File: src/rtl/acc_feeder.sv
// Streams N operand words from a read port into an external accumulator and captures the final sum.
// Optional DRAIN watchdog enabled by defining ACC_FEEDER_TIMEOUT_EN.
module acc_feeder #(
  parameter int unsigned IN_DATA_WIDTH = 8,
  parameter int unsigned DWIDTH        = 32,
  parameter int unsigned AWIDTH        = 8
) (
  input  logic                     clk,
  input  logic                     reset_n,
  input  logic                     start_i,
  input  logic [AWIDTH-1:0]        num_cnt_i,
  output logic                     rd_en_o,
  output logic [AWIDTH-1:0]        rd_addr_o,
  input  logic [IN_DATA_WIDTH-1:0] rd_data_i,
  output logic                     acc_run_o,
  output logic                     acc_valid_o,
  output logic [IN_DATA_WIDTH-1:0] acc_number_o,
  input  logic                     acc_valid_i,
  input  logic [DWIDTH-1:0]        acc_result_i,
  output logic                     idle_o,
  output logic                     done_o,
  output logic [DWIDTH-1:0]        result_o,
  output logic                     error_o
);

  localparam int unsigned CW = AWIDTH + 1;

  typedef enum logic [2:0] {
    S_IDLE,
    S_CLEAR,
    S_READ,
    S_DRAIN,
    S_DONE
  } state_t;

  state_t              r_state, w_state_nxt;
  logic [AWIDTH-1:0]   r_num, w_num_nxt;
  logic [AWIDTH-1:0]   r_rd_addr, w_rd_addr_nxt;
  logic [AWIDTH-1:0]   r_ret_cnt, w_ret_nxt;
  logic                r_rd_en, w_rd_en_nxt;
  logic                r_acc_run, w_acc_run_nxt;
  logic                r_acc_valid;
  logic                r_done, w_done_nxt;
  logic                r_idle;
  logic [DWIDTH-1:0]   r_result, w_result_nxt;
  logic                w_tick;
  logic                w_last_tick;
  logic [AWIDTH:0]     w_ret_inc;

`ifdef ACC_FEEDER_TIMEOUT_EN
  localparam int unsigned WDW = 4;
  logic [WDW-1:0]      r_wdog, w_wdog_nxt;
  logic                r_error, w_error_nxt;
`endif

  // Result ticks only count while a job is streaming or draining.
  assign w_tick      = acc_valid_i && ((r_state == S_READ) || (r_state == S_DRAIN));
  assign w_ret_inc   = {1'b0, r_ret_cnt} + CW'(1);
  assign w_last_tick = w_tick && (w_ret_inc == {1'b0, r_num});

  always_comb begin
    w_state_nxt   = r_state;
    w_num_nxt     = r_num;
    w_rd_addr_nxt = r_rd_addr;
    w_ret_nxt     = r_ret_cnt;
    w_rd_en_nxt   = 1'b0;
    w_acc_run_nxt = 1'b0;
    w_done_nxt    = 1'b0;
    w_result_nxt  = r_result;
`ifdef ACC_FEEDER_TIMEOUT_EN
    w_wdog_nxt    = r_wdog;
    w_error_nxt   = r_error;
`endif

    if (w_tick) begin
      w_ret_nxt = r_ret_cnt + AWIDTH'(1);
    end

    case (r_state)
      S_IDLE: begin
        if (start_i) begin
          w_num_nxt     = num_cnt_i;
          w_rd_addr_nxt = '0;
          w_ret_nxt     = '0;
          w_acc_run_nxt = 1'b1;
          w_state_nxt   = S_CLEAR;
`ifdef ACC_FEEDER_TIMEOUT_EN
          w_error_nxt   = 1'b0;
`endif
        end
      end

      S_CLEAR: begin
        if (r_num != '0) begin
          w_rd_en_nxt   = 1'b1;
          w_rd_addr_nxt = '0;
          w_state_nxt   = S_READ;
        end else begin
          w_result_nxt  = '0;
          w_done_nxt    = 1'b1;
          w_state_nxt   = S_DONE;
        end
      end

      S_READ: begin
        if (w_last_tick) begin
          w_result_nxt  = acc_result_i;
          w_done_nxt    = 1'b1;
          w_rd_addr_nxt = '0;
          w_state_nxt   = S_DONE;
        end else if (r_rd_addr == (r_num - AWIDTH'(1))) begin
          w_rd_addr_nxt = '0;
          w_state_nxt   = S_DRAIN;
`ifdef ACC_FEEDER_TIMEOUT_EN
          w_wdog_nxt    = '0;
`endif
        end else begin
          w_rd_en_nxt   = 1'b1;
          w_rd_addr_nxt = r_rd_addr + AWIDTH'(1);
        end
      end

      S_DRAIN: begin
        if (w_last_tick) begin
          w_result_nxt = acc_result_i;
          w_done_nxt   = 1'b1;
          w_state_nxt  = S_DONE;
        end
`ifdef ACC_FEEDER_TIMEOUT_EN
        // Sixteen silent cycles abort the job without touching the held result.
        else if (w_tick) begin
          w_wdog_nxt = '0;
        end else if (r_wdog == WDW'(15)) begin
          w_error_nxt = 1'b1;
          w_done_nxt  = 1'b1;
          w_state_nxt = S_DONE;
        end else begin
          w_wdog_nxt = r_wdog + WDW'(1);
        end
`endif
      end

      S_DONE: begin
        w_state_nxt = S_IDLE;
      end

      default: begin
        w_state_nxt = S_IDLE;
      end
    endcase
  end

  always_ff @(posedge clk or negedge reset_n) begin
    if (!reset_n) begin
      r_state     <= S_IDLE;
      r_num       <= '0;
      r_rd_addr   <= '0;
      r_ret_cnt   <= '0;
      r_rd_en     <= 1'b0;
      r_acc_run   <= 1'b0;
      r_acc_valid <= 1'b0;
      r_done      <= 1'b0;
      r_idle      <= 1'b1;
      r_result    <= '0;
`ifdef ACC_FEEDER_TIMEOUT_EN
      r_wdog      <= '0;
      r_error     <= 1'b0;
`endif
    end else begin
      r_state     <= w_state_nxt;
      r_num       <= w_num_nxt;
      r_rd_addr   <= w_rd_addr_nxt;
      r_ret_cnt   <= w_ret_nxt;
      r_rd_en     <= w_rd_en_nxt;
      r_acc_run   <= w_acc_run_nxt;
      r_acc_valid <= r_rd_en;
      r_done      <= w_done_nxt;
      r_idle      <= (w_state_nxt == S_IDLE);
      r_result    <= w_result_nxt;
`ifdef ACC_FEEDER_TIMEOUT_EN
      r_wdog      <= w_wdog_nxt;
      r_error     <= w_error_nxt;
`endif
    end
  end

  assign rd_en_o      = r_rd_en;
  assign rd_addr_o    = r_rd_addr;
  assign acc_run_o    = r_acc_run;
  assign acc_valid_o  = r_acc_valid;
  // Read data lands one cycle after the strobe, aligned with the registered valid.
  assign acc_number_o = r_acc_valid ? rd_data_i : '0;
  assign idle_o       = r_idle;
  assign done_o       = r_done;
  assign result_o     = r_result;
`ifdef ACC_FEEDER_TIMEOUT_EN
  assign error_o      = r_error;
`else
  assign error_o      = 1'b0;
`endif

endmodule
File: config.mk
export PLATFORM = sky130hd
export DESIGN_NAME = acc_feeder
export DESIGN_NICKNAME = d
export VERILOG_FILES = /design/src/rtl/acc_feeder.sv
export SDC_FILE = /design/constraint.sdc
export NUM_CORES = 1
export LEC_CHECK = 0
export CORE_MARGIN = 2
export CORE_UTILIZATION = 45
export DETAILED_ROUTE_END_ITERATION = 12
export PLACE_DENSITY = 0.8
export SETUP_SLACK_MARGIN = 0.3
export SYNTH_ARGS = -nofsm -noshare
export SYNTH_HDL_FRONTEND = slang
export SYNTH_SLANG_ARGS = --single-unit
File: constraint.sdc
create_clock -name clk -period 2.6 [get_ports clk]
set_input_delay 0.52 -clock clk [delete_from_list [all_inputs] [get_ports clk]]
set_output_delay 0.52 -clock clk [all_outputs]
set_load 0.02 [all_outputs]
==> results of run 1 <==
==> stage by stage <==
step / worst slack (ns) / instances / area, um^2
detailed placement: 0.132 / 456 / 4220
global placement: 0.181 / 456 / 4220
floorplan: 0.357 / 280 / 3070
global route: 0.250 / 480 / 4680
CTS: 0.262 / 471 / 4450
finish: 0.328 / 480 / 4680
==> cell usage in the layout, fill, tap and decap left out, drive strengths merged, types with 2 or more instances in the layout <==
cell type,Yosys,final
ha,3,3
and3,3,3
and2,8,8
clkinvlp,0,2
nand2b,3,3
nor2,13,13
nor3,11,11
clkdlybuf4s50,0,103
xnor2,14,14
buf,12,18
o21ai,10,10
xor2,11,11
nand2,14,14
a31oi,6,6
clkbuf,5,12
dfrtp,63,63
mux2i,2,2
nand3b,2,2
or3,2,2
mux2,6,6
nand3,11,11
or2,3,3
a22o,32,32
a21oi,4,4
o22ai,3,4
a211oi,2,2
nand4,4,4
inv,12,12
nor3b,4,4
==> worst max path at each step <==
stage | start | endpoint | slack [ns] | cells past startpoint
2_1_floorplan | r_num[0]$_DFFE_PN0P_ | rd_addr_o[2]$_DFFE_PN0P_ | 0.36 | 8
3_3_place_gp | acc_valid_i | result_o[8]$_DFFE_PN0P_ | 0.18 | 7
3_5_place_dp | acc_valid_i | result_o[17]$_DFFE_PN0P_ | 0.13 | 7
4_1_cts | r_num[1]$_DFFE_PN0P_ | rd_addr_o[2]$_DFFE_PN0P_ | 0.26 | 11
5_1_grt | r_ret_cnt[1]$_DFF_PN0_ | rd_addr_o[2]$_DFFE_PN0P_ | 0.25 | 10
6_report | r_ret_cnt[1]$_DFF_PN0_ | rd_addr_o[2]$_DFFE_PN0P_ | 0.33 | 10
==> worst register-to-register path, delay by kind of cell (launching register included) <==
family                     cells  cell delay (ns)
buffers and inverters          2             0.33
and+or+nand+nor                4             0.70
AOI/OAI and AO/OA              3             0.53
DFF                            1             0.44
adders and majority gates      1             0.18
==> layer usage <==
metal  global-route usage  wire (um)
met5                    0          0
met3               0.0562        504
met1                0.287       3530
met2                0.345       4320
met4               0.0881        119
==> power by group through the flow <==
stage | sequential [W] | combinational [W] | clock, W
after floorplan | 0.00202 | 0.00123 | 0
after global placement | 0.00179 | 0.00242 | 0
after detailed placement | 0.00181 | 0.00249 | 0
after CTS | 0.00181 | 0.00257 | 0.000834
after global routing | 0.00190 | 0.00303 | 0.000884
final | 0.00184 | 0.00283 | 0.000827
==> flip-flops by register name, indices dropped and copies added, names as in the netlist, 3 cells and up <==
register,flops
result_o,32
r_num,8
r_ret_cnt,8
rd_addr_o,8
r_state,3
==> synth_stat cells, drive strengths merged, types with 4 or more instances <==
library cell  count  area, um^2
nor3             11        55.1
buf              12        62.6
nand2            14        55.1
and2              8        50.1
xor2             11        96.3
nand4             4        25.0
o21ai            10        50.1
a22o             32         280
a21oi             4        20.0
nor2             13        48.8
a31oi             6        43.8
inv              12        45.0
mux2              6        67.6
nand3            11        55.1
clkbuf            5        18.8
dfrtp            63        1580
nor3b             4        35.0
xnor2            14         123
==> logic make-up (layout without fill, tap and decap cells) <==
family	Yosys count	after routing	synth area share
AO/OA/AOI/OAI	68	69	0.173
flip-flops	64	64	0.522
AND/OR/NAND/NOR	82	82	0.150
other	1	1	0.00122
XOR/XNOR	25	25	0.0714
buffers and inverters	29	148	0.0412
adder cells (fa/ha/maj)	3	3	0.0122
multiplexers	8	8	0.0285
==> area by class of cell <==
type,instances,area [um^2]
repair buffers,123,1250
well taps,80,100
flip-flops and latches,64,1610
clock inverters,3,45.0
fillers,490,2000
inverters,12,45.0
clock buffers,10,138
multi-input cells,188,1490
==> timing repair <==
item	4_1_cts	5_1_grt
gates resized for setup	6	21
setup buffers	1	6
cloned	1	3
pin swaps	2	10
hold buffers	0	0
setup endpoints to repair	9	41
==> out/metrics.yaml, run 1 <==
worst_setup_path:
  r2r_cells: 10
  start_kind: "flop"
  cp.arrival_ns: 2.52
  rrSetupSlack_ns: 0.33
  crit_family: "simple AND/OR/NAND/NOR gates"
  worstPathMaxFanout: 5
  cp_slowest_cell: "dfrtp_2"
  r2r_end: "rd_addr_o[2]$_DFFE_PN0P_"
  worstSetupPathType: "flop to flop"
  crit_path_max_incr_delay_ns: 0.44
  worstPathCellList: "ha_4 > nor3b_2 > a211oi_1 > o32a_1 > nor4_4 > buf_4 > nor3b_4 > buf_6 > nand4_1 > o311ai_4"
  required_ns: 2.85
  rr_startpoint: "r_ret_cnt[1]$_DFF_PN0_"
  critPathCaptureType: "flop"
  worst-path-buf-inv: 2
logic_synthesis:
  syn-num-nets: 335
  syn_area_per_cell_um2: 11.0
  synth_edf_count: 0
  synthCells: 280
  ys_warn_count: 0
  seq_area_frac_synth: 0.522
  synth_cell_types: 50
  ys_ff_latch: 64
  netlist_area_um2: 3070
  async_flop_share: 1.00
  synth_flop_cell: "dfrtp_1"
floorplan:
  pin_count: 106
  dieHeight_um: 86.6
  row_count: 30
  fp.dieW_um: 86.6
  initial_core_util: 0.459
  design.core.area_um2: 6680
  die_area_um2: 7490
timing:
  setup_viol: 0
  worst_pin_slew_ns: 0.590
  slew_headroom: 0.607
  maxSlewViolCount: 0
  period_needed_ns: 2.27
  fin_crit_sh: 0.874
  fin_skew_ns: 0.00644
  fmax_mhz: 440
  rsz0062_at_grt: "yes"
  fin_setup_tns_ns: 0
  final-hold-violation-count: 0
  hold_slack_ns: 0.175
global_routing:
  antenna_found_initial: 0
  grt_first_pass_wirelength_um: 12600
  grt_pass1_vias: 2640
  overflow: 0
  grt_max_degree: 41
  grt_usage: 0.218
final_layout:
  final_core_util: 0.700
  antenna_cells: 0
  area_growth_pct: 52.4
  nets: 453
  drive_gt1_frac: 0.170
cts:
  cts_tree: "yes"
  clkTransAtPathRegs_ns: 0.07
  cts_max_level: 3
  cts_made_buffers: 9
  clock_latency_ns: 0.35
  root_buffer: "clkbuf_8"
  cts_max_path_buffers: 2
  clock_sink_count: 64
power_and_ir_drop:
  p_comb_frac: 0.515
  p_int_w: 0.00332
  peakVddDrop_uv: 595
  power.switching_w: 0.00218
  p_leak_nw: 1.99
  power_w: 0.00550
  powerDensity_nw_per_um2: 1180
  switching_share: 0.397
  seqPwrFrac: 0.335
  p_clk_frac: 0.150
detailed_routing:
  first_iter_violations: 122
  ant_nets: 0
  via_count: 2665
  drc: 0
  routedWlPerCell_um: 17.7
  routed_wl_um: 8480
  first_pass_iters: 4
  vias_per_cell: 5.55
placement:
  portBuffers: 104
  dpl.hpwl_um: 5540
  gp_congestion: 0.872
min_path:
  hold_path_class: "input pin to async pin"
status:
  status: "complete, no violations"
run:
  max_cap_viol_count: 0
Power figures use the tool's default switching activity.
==> run 2: changes to the inputs <==
--- a/config.mk
+++ b/config.mk
@@ -5,10 +5,11 @@
 export SDC_FILE = /design/constraint.sdc
 export NUM_CORES = 1
 export LEC_CHECK = 0
+export ABC_AREA = 1
 export CORE_MARGIN = 2
-export CORE_UTILIZATION = 45
+export CORE_UTILIZATION = 35
 export DETAILED_ROUTE_END_ITERATION = 12
-export PLACE_DENSITY = 0.8
+export MAX_ROUTING_LAYER = met4
 export SETUP_SLACK_MARGIN = 0.3
 export SYNTH_ARGS = -nofsm -noshare
 export SYNTH_HDL_FRONTEND = slang
==> run 2 against run 1 <==
  * First-iteration DRC count is 4.9% lower
  * Non-clock buffer count is 8 lower
  * Combinational power is 5% lower
  * Via count is 16% higher
  * Flip-flop and latch count stayed put
  * Largest cell class unchanged
  * Critical endpoint is now acc_number_o[2]
  * Sequential power hardly changed
==> out/metrics.yaml, run 2 <==
timing:
  fin_ws_ns: 0.400
  setup_viol: 0
  fin_setup_tns_ns: 0
  slew_headroom: 0.663
  worst_pin_slew_ns: 0.506
  fin_crit_sh: 0.846
  maxSlewViolCount: 0
  fin_skew_ns: 0.0151
  fmax_mhz: 455
  final-hold-violation-count: 0
  period_needed_ns: 2.20
  rsz0062_at_grt: "no"
  hold_slack_ns: 0.173
detailed_routing:
  first_iter_violations: 116
  ant_nets: 0
  first_pass_iters: 4
  routed_wl_um: 8380
  drc: 0
  via_count: 3097
  vias_per_cell: 4.53
  routedWlPerCell_um: 12.3
power_and_ir_drop:
  peakVddDrop_uv: 557
  powerDensity_nw_per_um2: 1140
  p_leak_nw: 2.38
worst_setup_path:
  start_kind: "input pin"
  critPathCaptureType: "primary output"
  cp.arrival_ns: 1.68
  r2r_cells: 13
  worstPathMaxFanout: 1
  required_ns: 2.08
  critPathLaunch: "rd_data_i[2]"
  rr_startpoint: "r_ret_cnt[0]$_DFF_PN0_"
  worstSetupPathType: "input pin to primary output"
logic_synthesis:
  synthCells: 439
  synth_top_area_frac: 0.468
  netlist_area_um2: 3370
  synth_cell_types: 29
  synth_commonest_cells: "nand2_1, inv_1, dfrtp_1"
  syn_area_per_cell_um2: 7.68
  ys_warn_count: 0
  synth_edf_count: 0
  yosys-top-cells-area: "dfrtp_1, nand2_1, inv_1"
  synth.most_common_cell: "nand2_1"
  async_flop_share: 1.00
  seq_area_frac_synth: 0.475
  ys_ff_latch: 64
  synth_flop_cell: "dfrtp_1"
  syn-num-nets: 494
  synth_top_area_cell: "dfrtp_1"
placement:
  dp_cells: 667
  dp_slack_ns: 0.369
  dpl.hpwl_um: 6260
  portBuffers: 104
  gp_congestion: 0.872
final_layout:
  drive_gt1_frac: 0.0830
  fillers: 909
  instances_no_fill: 683
  nets: 604
  final_cell_mix: "clkdlybuf4s50_1, nand2_1, inv_1, dfrtp_1, nand3_1"
  multi_input_area_um2: 1380
  seqCellArea_um2: 1600
  antenna_cells: 0
  area_growth_pct: 42.4
  final_common_cell: "clkdlybuf4s50_1"
  largest_reg_flops: 32
run:
  max_cap_viol_count: 0
global_routing:
  antenna_found_initial: 0
  grt_usage: 0.173
  overflow: 0
  grt_max_degree: 51
  grt_pass1_vias: 2929
  grt_first_pass_wirelength_um: 13600
cts:
  cts_made_buffers: 9
  cts_max_level: 3
  cts.repair.resized: 0
  clkTransAtPathRegs_ns: 0.07
  cts_hold_buf: 0
  root_buffer: "clkbuf_8"
  cts_max_path_buffers: 2
  clock_sink_count: 64
  cts_tree: "yes"
  cts_setup_buffers: 0
  clock_latency_ns: 0.35
floorplan:
  initial_core_util: 0.363
  row_count: 35
  dieHeight_um: 102
  design.core.area_um2: 9280
  die_area_um2: 10400
  fp.dieW_um: 102
  pin_count: 106
status:
  status: "complete, no violations"
min_path:
  hold_path_class: "input pin to async pin"
==> run 2: cell types whose count changed after synthesis, moves of 8 or more <==
cell | before | now
nand3_2 | 0 | 8
a22o_1 | 32 | 0
o21ai_1 | 2 | 18
and2_1 | 8 | 0
nor2_1 | 13 | 26
a21oi_1 | 4 | 16
nand2_1 | 13 | 100
nand3_1 | 11 | 51
xnor2_1 | 14 | 2
nor3_1 | 11 | 3
o21ai_0 | 8 | 29
inv_1 | 12 | 78
==> run 2: worst max-delay path: stages <==
cell             delay, ns
clkdlybuf4s50_1       0.46
nand2_1               0.05
inv_1                 0.05
clkdlybuf4s50_1       0.59
==> run 2: path summary, 6_finish.rpt <==
check	endpoint	slack [ns]
max	acc_number_o[2]	0.40
min	r_num[0]$_DFFE_PN0P_	0.17
max reg2reg	result_o[3]$_DFFE_PN0P_	0.50
min reg2reg	acc_valid_o$_DFF_PN0_	0.41
max in group asynchronous	idle_o$_DFF_PN1_	1.99
min in group clk	acc_valid_o$_DFF_PN0_	0.41
==> run 2: layout make-up <==
type,count,share of cell area
inverter,81,0.0633
timing repair buffer,115,0.235
sequential,64,0.334
multi-input combinational,278,0.287
clock inverter,6,0.0188
clock buffer,10,0.0287
tap,129,0.0336
==> run 2: cell families (layout without fill, tap and decap cells) <==
group           count (synthesis)  after routing  share of synthesized area
simple gates                  198            198                      0.268
buf+inv                        97            212                      0.118
compound gates                 67             67                      0.104
fa+ha+maj                       3              3                     0.0111
other cells                     1              1                    0.00111
flops                          64             64                      0.475
xor+xnor                        9              9                     0.0234
==> run 2: stage by stage <==
step | power (W) | cell area, um^2 | utilization
floorplan | 0.00339 | 3370 | -
global placement | 0.00448 | 4570 | 0.492
detailed placement | 0.00453 | 4570 | 0.492
CTS | 0.00554 | 4800 | 0.517
global route | 0.00595 | 4800 | 0.517
finish | 0.00550 | 4800 | 0.517
==> run 2: metal layers <==
metal / GRT usage / part of all wire
met1: 0.220 / 0.47
met2: 0.256 / 0.43
met3: 0.0581 / 0.082
met4: 0.0677 / 0.013
met5: - / 0
==> run 2: report_power, final <==
part           internal (W)  total [W]  switching, W
logic               0.00120    0.00268       0.00148
clock network      0.000571   0.000992      0.000421
registers           0.00142    0.00183      0.000409
==> run 3: changes to the inputs <==
==> constraint.sdc (replaced) <==
create_clock -name clk -period 2.2 [get_ports clk]
set_input_delay 0.44 -clock clk [delete_from_list [all_inputs] [get_ports clk]]
set_output_delay 0.44 -clock clk [all_outputs]
set_load 0.02 [all_outputs]
==> run 3 against run 2 <==
  * Sequential power rose by 20%
  * Clock-buffer cell count unchanged
  * Critical path depth up 7
  * Utilization increased by 4.5 points
  * Setup slack worse by 0.20 ns
  * Total power up 25%
  * Final cell count grew 3.1%
  * Critical path type is now flop to flop
  * Largest cell class unchanged
  * Largest power group unchanged
==> out/metrics.yaml, run 3 (synthesis results as in run 2) <==
timing:
  maxSlewViolCount: 0
  fin_setup_tns_ns: 0
  fmax_mhz: 501
  setup_viol: 0
  final-hold-violation-count: 0
  rsz0062_at_grt: "yes"
  fin_ws_ns: 0.204
  fin_crit_sh: 0.907
  period_needed_ns: 2.00
  fin_skew_ns: 0.00943
cts:
  clock_latency_ns: 0.35
  root_buffer: "clkbuf_8"
  clock_sink_count: 64
  cts_max_path_buffers: 2
  cts_tree: "yes"
  clkTransAtPathRegs_ns: 0.08
  cts_max_level: 3
  cts_made_buffers: 9
worst_setup_path:
  required_ns: 2.43
  worstSetupPathType: "flop to flop"
  critPathCaptureType: "flop"
  rrSetupSlack_ns: 0.20
  r2r_cells: 11
  start_kind: "flop"
  r2r_end: "result_o[4]$_DFFE_PN0P_"
  timing.critical_path.to: "result_o[4]$_DFFE_PN0P_"
  rr_startpoint: "r_ret_cnt[1]$_DFF_PN0_"
  critPathLaunch: "r_ret_cnt[1]$_DFF_PN0_"
  worstPathMaxFanout: 8
  cp.arrival_ns: 2.22
global_routing:
  antenna_found_initial: 0
  grt_pass1_vias: 3130
  overflow: 0
  grt_first_pass_wirelength_um: 15100
  grt_usage: 0.191
  grt_max_degree: 38
floorplan:
  pin_count: 106
  design.core.area_um2: 9280
  row_count: 35
  dieHeight_um: 102
  fp.dieW_um: 102
  initial_core_util: 0.363
  die_area_um2: 10400
final_layout:
  largest_reg_flops: 32
  fillers: 878
  antenna_cells: 0
  final_cell_mix: "nand2_1, clkdlybuf4s50_1, inv_1, dfrtp_1, nand3_1"
  final_common_cell: "nand2_1"
  area_growth_pct: 54.9
  seqCellArea_um2: 1610
  final_core_util: 0.563
  multi_input_area_um2: 1540
  nets: 625
  drive_gt1_frac: 0.176
placement:
  gp_congestion: 0.834
  dp_slack_ns: 0.0120
  dpl.hpwl_um: 6340
  portBuffers: 104
detailed_routing:
  routed_wl_um: 9410
  via_count: 3287
  vias_per_cell: 4.67
  routedWlPerCell_um: 13.4
  ant_nets: 0
  first_iter_violations: 153
  first_pass_iters: 4
  drc: 0
min_path:
  whs_path_depth: 0
  hold_path_class: "flop to flop"
power_and_ir_drop:
  peakVddDrop_uv: 585
  p_leak_nw: 2.63
  powerDensity_nw_per_um2: 1310
status:
  status: "complete, no violations"
run:
  max_cap_viol_count: 0
run 3: cell count changes in the layout (fill, tap and decap cells not counted), moves of 5 or more:
cell	change
buf_6	+5
buf_4	+8
o21ai_0	-5
clkdlybuf4s50_1	-15
a21oi_1	-7
dlygate4sd2_1	+12
a21oi_2	+7
nand2_1	-8
nand3_2	+5
nand2_2	+6
nand3_1	-6
run 3: per-layer routing:
| metal | global-route usage | vias up | wire length (um) | share of wire |
|---|---|---|---|---|
| met1 | 0.256 | 1538 | 4300 | 0.46 |
| met5 | - | - | 0 | 0 |
| met4 | 0.0369 | 0 | 55 | 0.0058 |
| met3 | 0.0622 | 7 | 700 | 0.074 |
| met2 | 0.286 | 99 | 4360 | 0.46 |
| li1 | - | 1643 | - | - |
run 3: final cells by class:
type | instances | share of cell area
flip-flops and latches | 64 | 0.307
well taps | 129 | 0.0309
clock buffers | 10 | 0.0264
clock inverters | 6 | 0.0129
repair buffers | 135 | 0.269
inverters | 81 | 0.0582
multi-input cells | 279 | 0.296
run 3: power by group:
| part | switching [W] | internal (W) | leakage, nW | total (W) |
|---|---|---|---|---|
| registers | 0.000511 | 0.00168 | 0.832 | 0.00219 |
| logic | 0.00199 | 0.00163 | 1.70 | 0.00362 |
| clock network | 0.000493 | 0.000557 | 0.0989 | 0.00105 |
| total | 0.00299 | 0.00387 | 2.63 | 0.00686 |
run 3: worst min path at each step:
stage / from / slack [ns] / end
2_1_floorplan: reset_n / 0.14 / acc_run_o$_DFF_PN0_
3_3_place_gp: reset_n / 0.32 / r_ret_cnt[0]$_DFF_PN0_
3_5_place_dp: reset_n / 0.32 / r_ret_cnt[0]$_DFF_PN0_
4_1_cts: rd_en_o$_DFF_PN0_ / 0.39 / acc_valid_o$_DFF_PN0_
5_1_grt: rd_en_o$_DFF_PN0_ / 0.41 / acc_valid_o$_DFF_PN0_
6_report: rd_en_o$_DFF_PN0_ / 0.38 / acc_valid_o$_DFF_PN0_
run 3: stage by stage:
stage               power, W  instance area (um^2)  cells  hold WS, ns
detailed placement   0.00540                  4590    668        0.322
global placement     0.00533                  4590    668        0.318
CTS                  0.00666                  5020    694        0.385
floorplan            0.00401                  3370    439        0.144
global route         0.00743                  5220    704        0.415
finish               0.00686                  5220    704        0.379
run 3: worst max-delay path, cell delays in order, from the launching register on:
cell and delay, ns:
dfrtp_1 0.44, ha_4 0.31, xnor2_2 0.11, nand3_1 0.09, nor2_1 0.11, nand2_1 0.07
nor2_2 0.12, nand3_4 0.17, buf_4 0.19, buf_12 0.13, nand3_1 0.05, o21ai_0 0.08
run 3: repair_timing:
action	in CTS	in global routing
hold buffers	1	0
setup buffers	5	8
cloned	4	2
endpoints found under the setup margin	56	49
gates resized for setup	38	34
endpoints found under the hold margin	7	0
pin swaps	10	17
